File: config.mk
export PLATFORM = sky130hd
export DESIGN_NAME = aq_reduce_accum
export DESIGN_NICKNAME = d
export VERILOG_FILES = /design/src/rtl/aq_reduce_accum.sv
export SDC_FILE = /design/constraint.sdc
export NUM_CORES = 1
export LEC_CHECK = 0
export CAP_MARGIN = 25
export CORE_ASPECT_RATIO = 1.2
export CORE_UTILIZATION = 56
export CTS_CLUSTER_SIZE = 12
export DETAILED_ROUTE_END_ITERATION = 16
export PLACE_DENSITY_LB_ADDON = 0.12
export SLEW_MARGIN = 25
export SYNTH_ARGS = -nofsm -noshare
export SYNTH_HDL_FRONTEND = slang
export SYNTH_SLANG_ARGS = --single-unit
File: constraint.sdc
create_clock -name CLK -period 10.6 [get_ports CLK]
set_input_delay 3.18 -clock CLK [delete_from_list [all_inputs] [get_ports CLK]]
set_output_delay 3.18 -clock CLK [all_outputs]
set_load 0.005 [all_outputs]
File: src/rtl/aq_reduce_accum.sv
`default_nettype none
// ---------------------------------------------------------------------------
// aq_reduce_accum : weighted pixel accumulator with rounding divide for image reduce
// Revision: 1.0
// ---------------------------------------------------------------------------
module aq_reduce_accum (
  input  logic        RST_N,
  input  logic        CLK,
  input  logic [15:0] ORG,
  input  logic        S_TVALID,
  output logic        S_TREADY,
  input  logic [7:0]  S_TDATA,
  input  logic        S_TLAST,
  output logic        CALC_ENA,
  output logic        CALC_START,
  input  logic        CALC_VALID,
  input  logic [15:0] CALC_MA,
  input  logic [15:0] CALC_MB,
  output logic        M_TVALID,
  input  logic        M_TREADY,
  output logic [7:0]  M_TDATA,
  output logic        M_TLAST
);

  typedef enum logic [1:0] {
    ST_IDLE = 2'd0,
    ST_WAIT = 2'd1,
    ST_DIV  = 2'd2,
    ST_OUT  = 2'd3
  } state_t;

  state_t      r_state;
  state_t      w_next;

  logic [7:0]  r_pix;
  logic        r_tlast;
  logic        r_first;
  logic [23:0] r_acc;
  logic [24:0] r_rem;
  logic [2:0]  r_cnt;
  logic [7:0]  r_q;
  logic        r_sat;
  logic [7:0]  r_mdata;
  logic        r_mlast;

  logic        w_accept;
  logic        w_emit;
  logic [23:0] w_prod_ma;
  logic [23:0] w_prod_mb;
  logic [23:0] w_sum;
  logic [24:0] w_num;
  logic [2:0]  w_bit;
  logic [24:0] w_dshift;
  logic        w_ge;
  logic        w_sat_now;
  logic [7:0]  w_qfinal;

  // Gated with reset so no strobe leaks to the calculator while held in reset
  assign w_accept  = S_TVALID & (r_state == ST_IDLE) & RST_N;
  assign w_emit    = CALC_VALID | r_tlast;
  assign w_prod_ma = {16'd0, r_pix} * {8'd0, CALC_MA};
  assign w_prod_mb = {16'd0, r_pix} * {8'd0, CALC_MB};
  assign w_sum     = r_acc + (CALC_VALID ? w_prod_ma : w_prod_mb);
  assign w_num     = {1'b0, w_sum} + {10'd0, ORG[15:1]};

  // One quotient bit per DIV cycle, MSB first; saturation test shares cycle 0
  assign w_bit     = 3'd7 - r_cnt;
  assign w_dshift  = {9'd0, ORG} << w_bit;
  assign w_ge      = (r_rem >= w_dshift);
  assign w_sat_now = (r_rem >= {1'b0, ORG, 8'd0});
  assign w_qfinal  = r_sat ? 8'hFF : {r_q[6:0], w_ge};

  assign M_TDATA   = r_mdata;
  assign M_TLAST   = r_mlast;

  always_ff @(posedge CLK or negedge RST_N) begin
    if (!RST_N) begin
      r_state <= ST_IDLE;
    end else begin
      r_state <= w_next;
    end
  end

  always_comb begin
    w_next     = r_state;
    S_TREADY   = 1'b0;
    M_TVALID   = 1'b0;
    CALC_ENA   = w_accept;
    CALC_START = w_accept & r_first;
    case (r_state)
      ST_IDLE: begin
        S_TREADY = 1'b1;
        if (w_accept) w_next = ST_WAIT;
      end
      ST_WAIT: begin
        w_next = w_emit ? ST_DIV : ST_IDLE;
      end
      ST_DIV: begin
        if (r_cnt == 3'd7) w_next = ST_OUT;
      end
      ST_OUT: begin
        M_TVALID = 1'b1;
        if (M_TREADY) w_next = ST_IDLE;
      end
      default: w_next = ST_IDLE;
    endcase
  end

  always_ff @(posedge CLK or negedge RST_N) begin
    if (!RST_N) begin
      r_pix   <= 8'd0;
      r_tlast <= 1'b0;
      r_first <= 1'b1;
      r_acc   <= 24'd0;
      r_rem   <= 25'd0;
      r_cnt   <= 3'd0;
      r_q     <= 8'd0;
      r_sat   <= 1'b0;
      r_mdata <= 8'd0;
      r_mlast <= 1'b0;
    end else begin
      case (r_state)
        ST_IDLE: begin
          if (w_accept) begin
            r_pix   <= S_TDATA;
            r_tlast <= S_TLAST;
            r_first <= 1'b0;
          end
        end
        ST_WAIT: begin
          if (w_emit) begin
            r_rem <= w_num;
            r_q   <= 8'd0;
            r_cnt <= 3'd0;
            r_acc <= (CALC_VALID & ~r_tlast) ? w_prod_mb : 24'd0;
          end else begin
            r_acc <= r_acc + w_prod_mb;
          end
          if (r_tlast) r_first <= 1'b1;
        end
        ST_DIV: begin
          r_cnt <= r_cnt + 3'd1;
          if (r_cnt == 3'd0) r_sat <= w_sat_now;
          r_q <= {r_q[6:0], w_ge};
          if (w_ge) r_rem <= r_rem - w_dshift;
          if (r_cnt == 3'd7) begin
            r_mdata <= w_qfinal;
            r_mlast <= r_tlast;
          end
        end
        default: ;
      endcase
    end
  end

endmodule
`default_nettype wire

# Yosys cells after proc, flatten, opt, wreduce, memory -nomap -nowiden
# Index checks and enable logic that the tools add are counted.
[op_classes]
n_reduce_logical = 11
n_eq_ne = 10
shift = 1
n_bitwise = 6
addsub = 6
div = 0
muxes = 21
n_lt_le_gt_ge = 2
multipliers = 2
[ops]
columns = ["operator", "count"]
rows = [
  ["24-bit 2-to-1 mux", 3],
  ["25-bit 2-to-1 mux", 2],
  ["25-bit one-hot mux with 2 select lines", 1],
  ["24-bit adder", 2],
  ["8-bit by 16-bit multiplier with 24-bit output", 2],
  ["24-bit by 15-bit adder with 25-bit output", 1],
  ["25-bit by 24-bit >= comparator with 1-bit output", 1],
  ["25-bit >= comparator", 1],
  ["16-bit by 3-bit << shifter with 25-bit output", 1],
  ["25-bit subtractor", 1],
  ["7-bit one-hot mux with 2 select lines", 1],
  ["2-bit inequality test, second input constant", 6],
  ["3-bit AND reduction", 3],
  ["2-bit 2-to-1 mux", 4],
  ["8-bit 2-to-1 mux", 1],
  ["2-bit one-hot mux with 4 select lines", 1],
  ["2-bit AND reduction", 4],
  ["7-bit 2-to-1 mux", 1],
  ["3-bit one-hot mux with 2 select lines", 1],
  ["1-bit bitwise AND", 4],
  ["2-bit == test, second input constant", 2],
  ["1-bit 2-to-1 mux", 4],
  ["2-bit nonzero test", 2],
  ["3-bit by 1-bit adder with 3-bit output, second input constant", 1],
  ["other kinds (9)", 9],
]
[word_totals]
regBits = 81
mem_bits_ro = 0
n_memories = 0
word_cells = 70
ramBits = 0
latch_bits = 0

# Depth between registers and ports, before layout
[depth]
word_depth = 6
ltp_mapped = 33

# Least setup slack after synthesis
# No wires, ideal clock.
[synth_path]
path_type = "input port to flip-flop"
start = "input port CALC_MB[7]"
end = "register r_rem[22]"
cell_stages = 26
setup_ns = 0.123
setup_slack_ns = 0.997
arrival_ns = 9.480
cell_sequence = "and2_1 fa_1 fa_1 fa_1 inv_1 fa_1 inv_1 ha_1 or3_1 o21a_1 a21o_1 a21oi_1 o21bai_1 a21oi_1 xor2_1 o21ai_0 ha_1 a21o_1 a2111oi_0 a21oi_1 xor2_1 o2111ai_4 nor4_4 nand3_2 xnor2_1 o221a_1"
[synth_via]
elab_chain_len = 6
[synth_lines]
columns = ["item", "line", "text"]
rows = [
  ["from (decl)", "18", "input logic [15:0] CALC_MB,"],
  ["8-bit by 16-bit multiplier with 24-bit output", "62", "assign w_prod_mb = {16'd0, r_pix} * {8'd0, CALC_MB};"],
  ["24-bit 2-to-1 mux", "63", "assign w_sum = r_acc + (CALC_VALID ? w_prod_ma : w_prod_mb);"],
  ["24-bit adder", "63", ""],
  ["24-bit by 15-bit adder with 25-bit output", "64", "assign w_num = {1'b0, w_sum} + {10'd0, ORG[15:1]};"],
  ["25-bit 2-to-1 mux", "131", "if (w_emit) begin"],
  ["25-bit one-hot mux with 2 select lines", "122", "case (r_state)"],
  ["to (signal assigned)", "132", "r_rem <= w_num;"],
  ["to (signal assigned)", "145", "if (w_ge) r_rem <= r_rem - w_dshift;"],
  ["to (decl)", "39", "logic [24:0] r_rem;"],
]
# No other way between the ends. The select of a mux whose other input is x is not followed.
# A chain may end at the register's enable or synchronous reset.

# Worst setup path in the final report
[layout_path]
start = "input port CALC_MB[7]"
end = "register r_rem[19]"
# The elaborated chain is that of the path after synthesis.

==> results.json <==
{
  "synth-seq-cells": 81,
  "grt_pass1_vias": 14000,
  "met1Wirelength_mm": 18.6,
  "maxSlewViolCount": 0,
  "instances_no_fill": 2472,
  "die_y_um": 192,
  "critPathKind": "input port to flop",
  "fin_nets": 2504,
  "holdWs_ps": 480,
  "wl_mm": 41.7,
  "grt-ovfl-total": 0,
  "seq_area_frac_synth": 0.120,
  "grt_pass1_wl_mm": 69.2,
  "core_area_sq_mm": 0.0297,
  "synth_top_cell_by_area": "fa_1",
  "avgSynthCellArea_sq_um": 8.34,
  "cts_root_buffer": "clkbuf_16",
  "dr.pass1.iters": 5,
  "numPlacedInstances": 2456,
  "cts_tree": "yes",
  "syn_area_sq_mm": 0.0169,
  "cts_buffer_depth": 2,
  "drive_above_1_share": 0.0476,
  "grt_start_max_net_pins": 50,
  "cts_max_level": 3,
  "yosys-top-cells-area": "fa_1 20%, ha_1 14%, dfrtp_1 12%, and2_1 7.8%, inv_1 5.1%",
  "min_to": "M_TDATA[5]$_DFFE_PN0P_",
  "path_max_fanout": 8,
  "drtIter0Drc": 672,
  "io_pins": 75,
  "path_clk_slew_ps": 60,
  "slowest_stage": "clkdlybuf4s50_1",
  "critPathArrivalTime_ps": 10390,
  "crit_required_ps": 10860,
  "insertedDiodeCount": 0,
  "synth_cell_types": 83,
  "r2r-start": "r_pix[6]$_DFFE_PN0P_",
  "holdPathStages": 2,
  "numCtsBuffers": 9,
  "async_flop_share": 1.00,
  "fin_skew_ps": 11.0,
  "rsz0062_at_grt": "no",
  "period_minus_slack_ps": 10120,
  "yosysWarningCount": 0,
  "postRouteAntennaNets": 0,
  "cts_setup_buffers": 0,
  "top_layer_used": "met4",
  "dieArea_sq_mm": 0.0309,
  "clock_sinks": 81,
  "r2r_setup_slack_ps": 3110,
  "clk_latency_ps": 360,
  "die_w_um": 161,
  "r2r_cells": 30,
  "startpoint": "CALC_MB[7]",
  "hpwlAfterDp_mm": 34.2,
  "drt-wirelength-per-cell_um": 16.9,
  "worstHoldStart": "M_TDATA[5]$_DFFE_PN0P_",
  "synth_cells": 2027,
  "wl_met3_mm": 1.04,
  "synthesis.nets": 2454,
  "drcViolationCount": 0,
  "syn_to_final_growth_pct": 8.99,
  "start_util": 0.570,
  "finalHoldViolCount": 0,
  "setup_viol_count_final": 0,
  "portBuffers": 74,
  "num_vias": 14100,
  "synth_top_area_frac": 0.204,
  "status": "finished, final reports clean",
  "track_usage": 0.279,
  "finalSetupTns_ps": 0,
  "hold_class": "flop to flop",
  "maxSlewHeadroom": 0.449,
  "crit_top_cell": "fa_1",
  "synth_edf_count": 0,
  "antenna_found_initial": 0,
  "fmax_mhz": 98.8,
  "rows": 69,
  "end_kind": "flop",
  "drv_cap": 0,
  "avgViaCountPerCell": 5.68,
  "timing.rr.end": "r_rem[19]$_DFFE_PN0P_",
  "routabilityCongestion": 1.02,
  "dr_wl_met2_mm": 20.6,
  "crit_path_start_kind": "input port",
  "synthFlopType": "dfrtp_1",
  "worst_path_largest_cell_delay_ps": 520,
  "fin_crit_sh": 0.955,
  "worstMarginPinSlew_ps": 824
}
## worst max path at each step
stage / depth (start not counted) / end
after floorplan: 26 / r_rem[22]$_DFFE_PN0P_
after global placement: 32 / r_rem[20]$_DFFE_PN0P_
after detailed placement: 31 / r_rem[20]$_DFFE_PN0P_
after CTS: 31 / r_rem[20]$_DFFE_PN0P_
after global routing: 31 / r_rem[15]$_DFFE_PN0P_
final: 30 / r_rem[19]$_DFFE_PN0P_
## what timing repair did
item                       CTS  global route
gates resized for setup      0             5
setup endpoints to repair    0             7
hold buffers                 0             0
hold endpoints to repair     0             0
## flip-flops by register name (all words and copies together), names as in the netlist, named ones only
| register | flops |
|---|---|
| r_first | 1 |
| r_cnt | 3 |
| r_tlast | 1 |
| M_TDATA | 8 |
| M_TLAST | 1 |
| r_rem | 25 |
| r_q | 7 |
| r_sat | 1 |
| r_pix | 8 |
| r_state | 1 |
| r_acc | 24 |
## cells in the final DEF, fill, tap and decap left out, drive strengths merged, types with 12 or more instances in the layout
| cell | n |
|---|---|
| inv | 230 |
| and2 | 211 |
| nand2 | 205 |
| ha | 193 |
| fa | 172 |
| a21oi | 139 |
| o21ai | 115 |
| nor2 | 106 |
| dfrtp | 80 |
| clkdlybuf4s50 | 71 |
| xnor2 | 62 |
| xor2 | 51 |
| a21o | 49 |
| mux2i | 31 |
| buf | 30 |
| nor3 | 28 |
| nand3 | 24 |
| o21a | 20 |
| nand2b | 19 |
| mux2 | 18 |
| o21bai | 18 |
| a31oi | 14 |
| o211ai | 13 |
| and3 | 12 |
| a211oi | 12 |
| clkbuf | 12 |
## critical path, delay by kind of cell
kind,cells,cell delay (ps)
fa+ha+maj,7,2690
compound gates,10,1970
simple gates,7,1460
buf+inv,3,610
xor+xnor,3,470
## cells by family after synthesis
kind of cell	share of synthesized area
AO/OA/AOI/OAI	0.171
AND/OR/NAND/NOR	0.204
adder cells (fa/ha/maj)	0.346
multiplexers	0.0343
flip-flops	0.120
XOR/XNOR	0.0585
buffers and inverters	0.0668
## layout make-up
type / instances / area [sq um]
multi-input combinational: 1653 / 13800
tap: 390 / 488
timing repair buffer: 102 / 946
fill: 2696 / 11300
inverter: 230 / 863
clock inverter: 4 / 76.3
clock buffer: 12 / 246
sequential: 81 / 2030
## routing by layer
| layer | vias up | GRT usage |
|---|---|---|
| li1 | 6924 | - |
| met1 | 6790 | 0.355 |
| met2 | 264 | 0.489 |
| met3 | 72 | 0.0191 |
| met4 | 0 | 0.121 |
| met5 | - | 0 |
## Yosys cell counts (31+ instances only)
cell	number
a21o_1	48
a21oi_1	137
and2_1	210
clkbuf_1	55
dfrtp_1	80
fa_1	172
ha_1	193
inv_1	230
mux2i_1	31
nand2_1	205
nor2_1	106
o21ai_0	107
xnor2_1	62
xor2_1	51
## through the flow
stage / util / area [sq um] / setup WS (ps)
2_1_floorplan: - / 16900 / 997
3_3_place_gp: 0.609 / 18100 / 204
3_5_place_dp: 0.609 / 18100 / -0.556
4_1_cts: 0.620 / 18400 / 382
5_1_grt: 0.621 / 18400 / 17.2
6_report: 0.621 / 18400 / 475
Power is left out: the tool's default activity adds up to more than one toggle a clock period on the data nets, which glitch-free logic cannot reach.
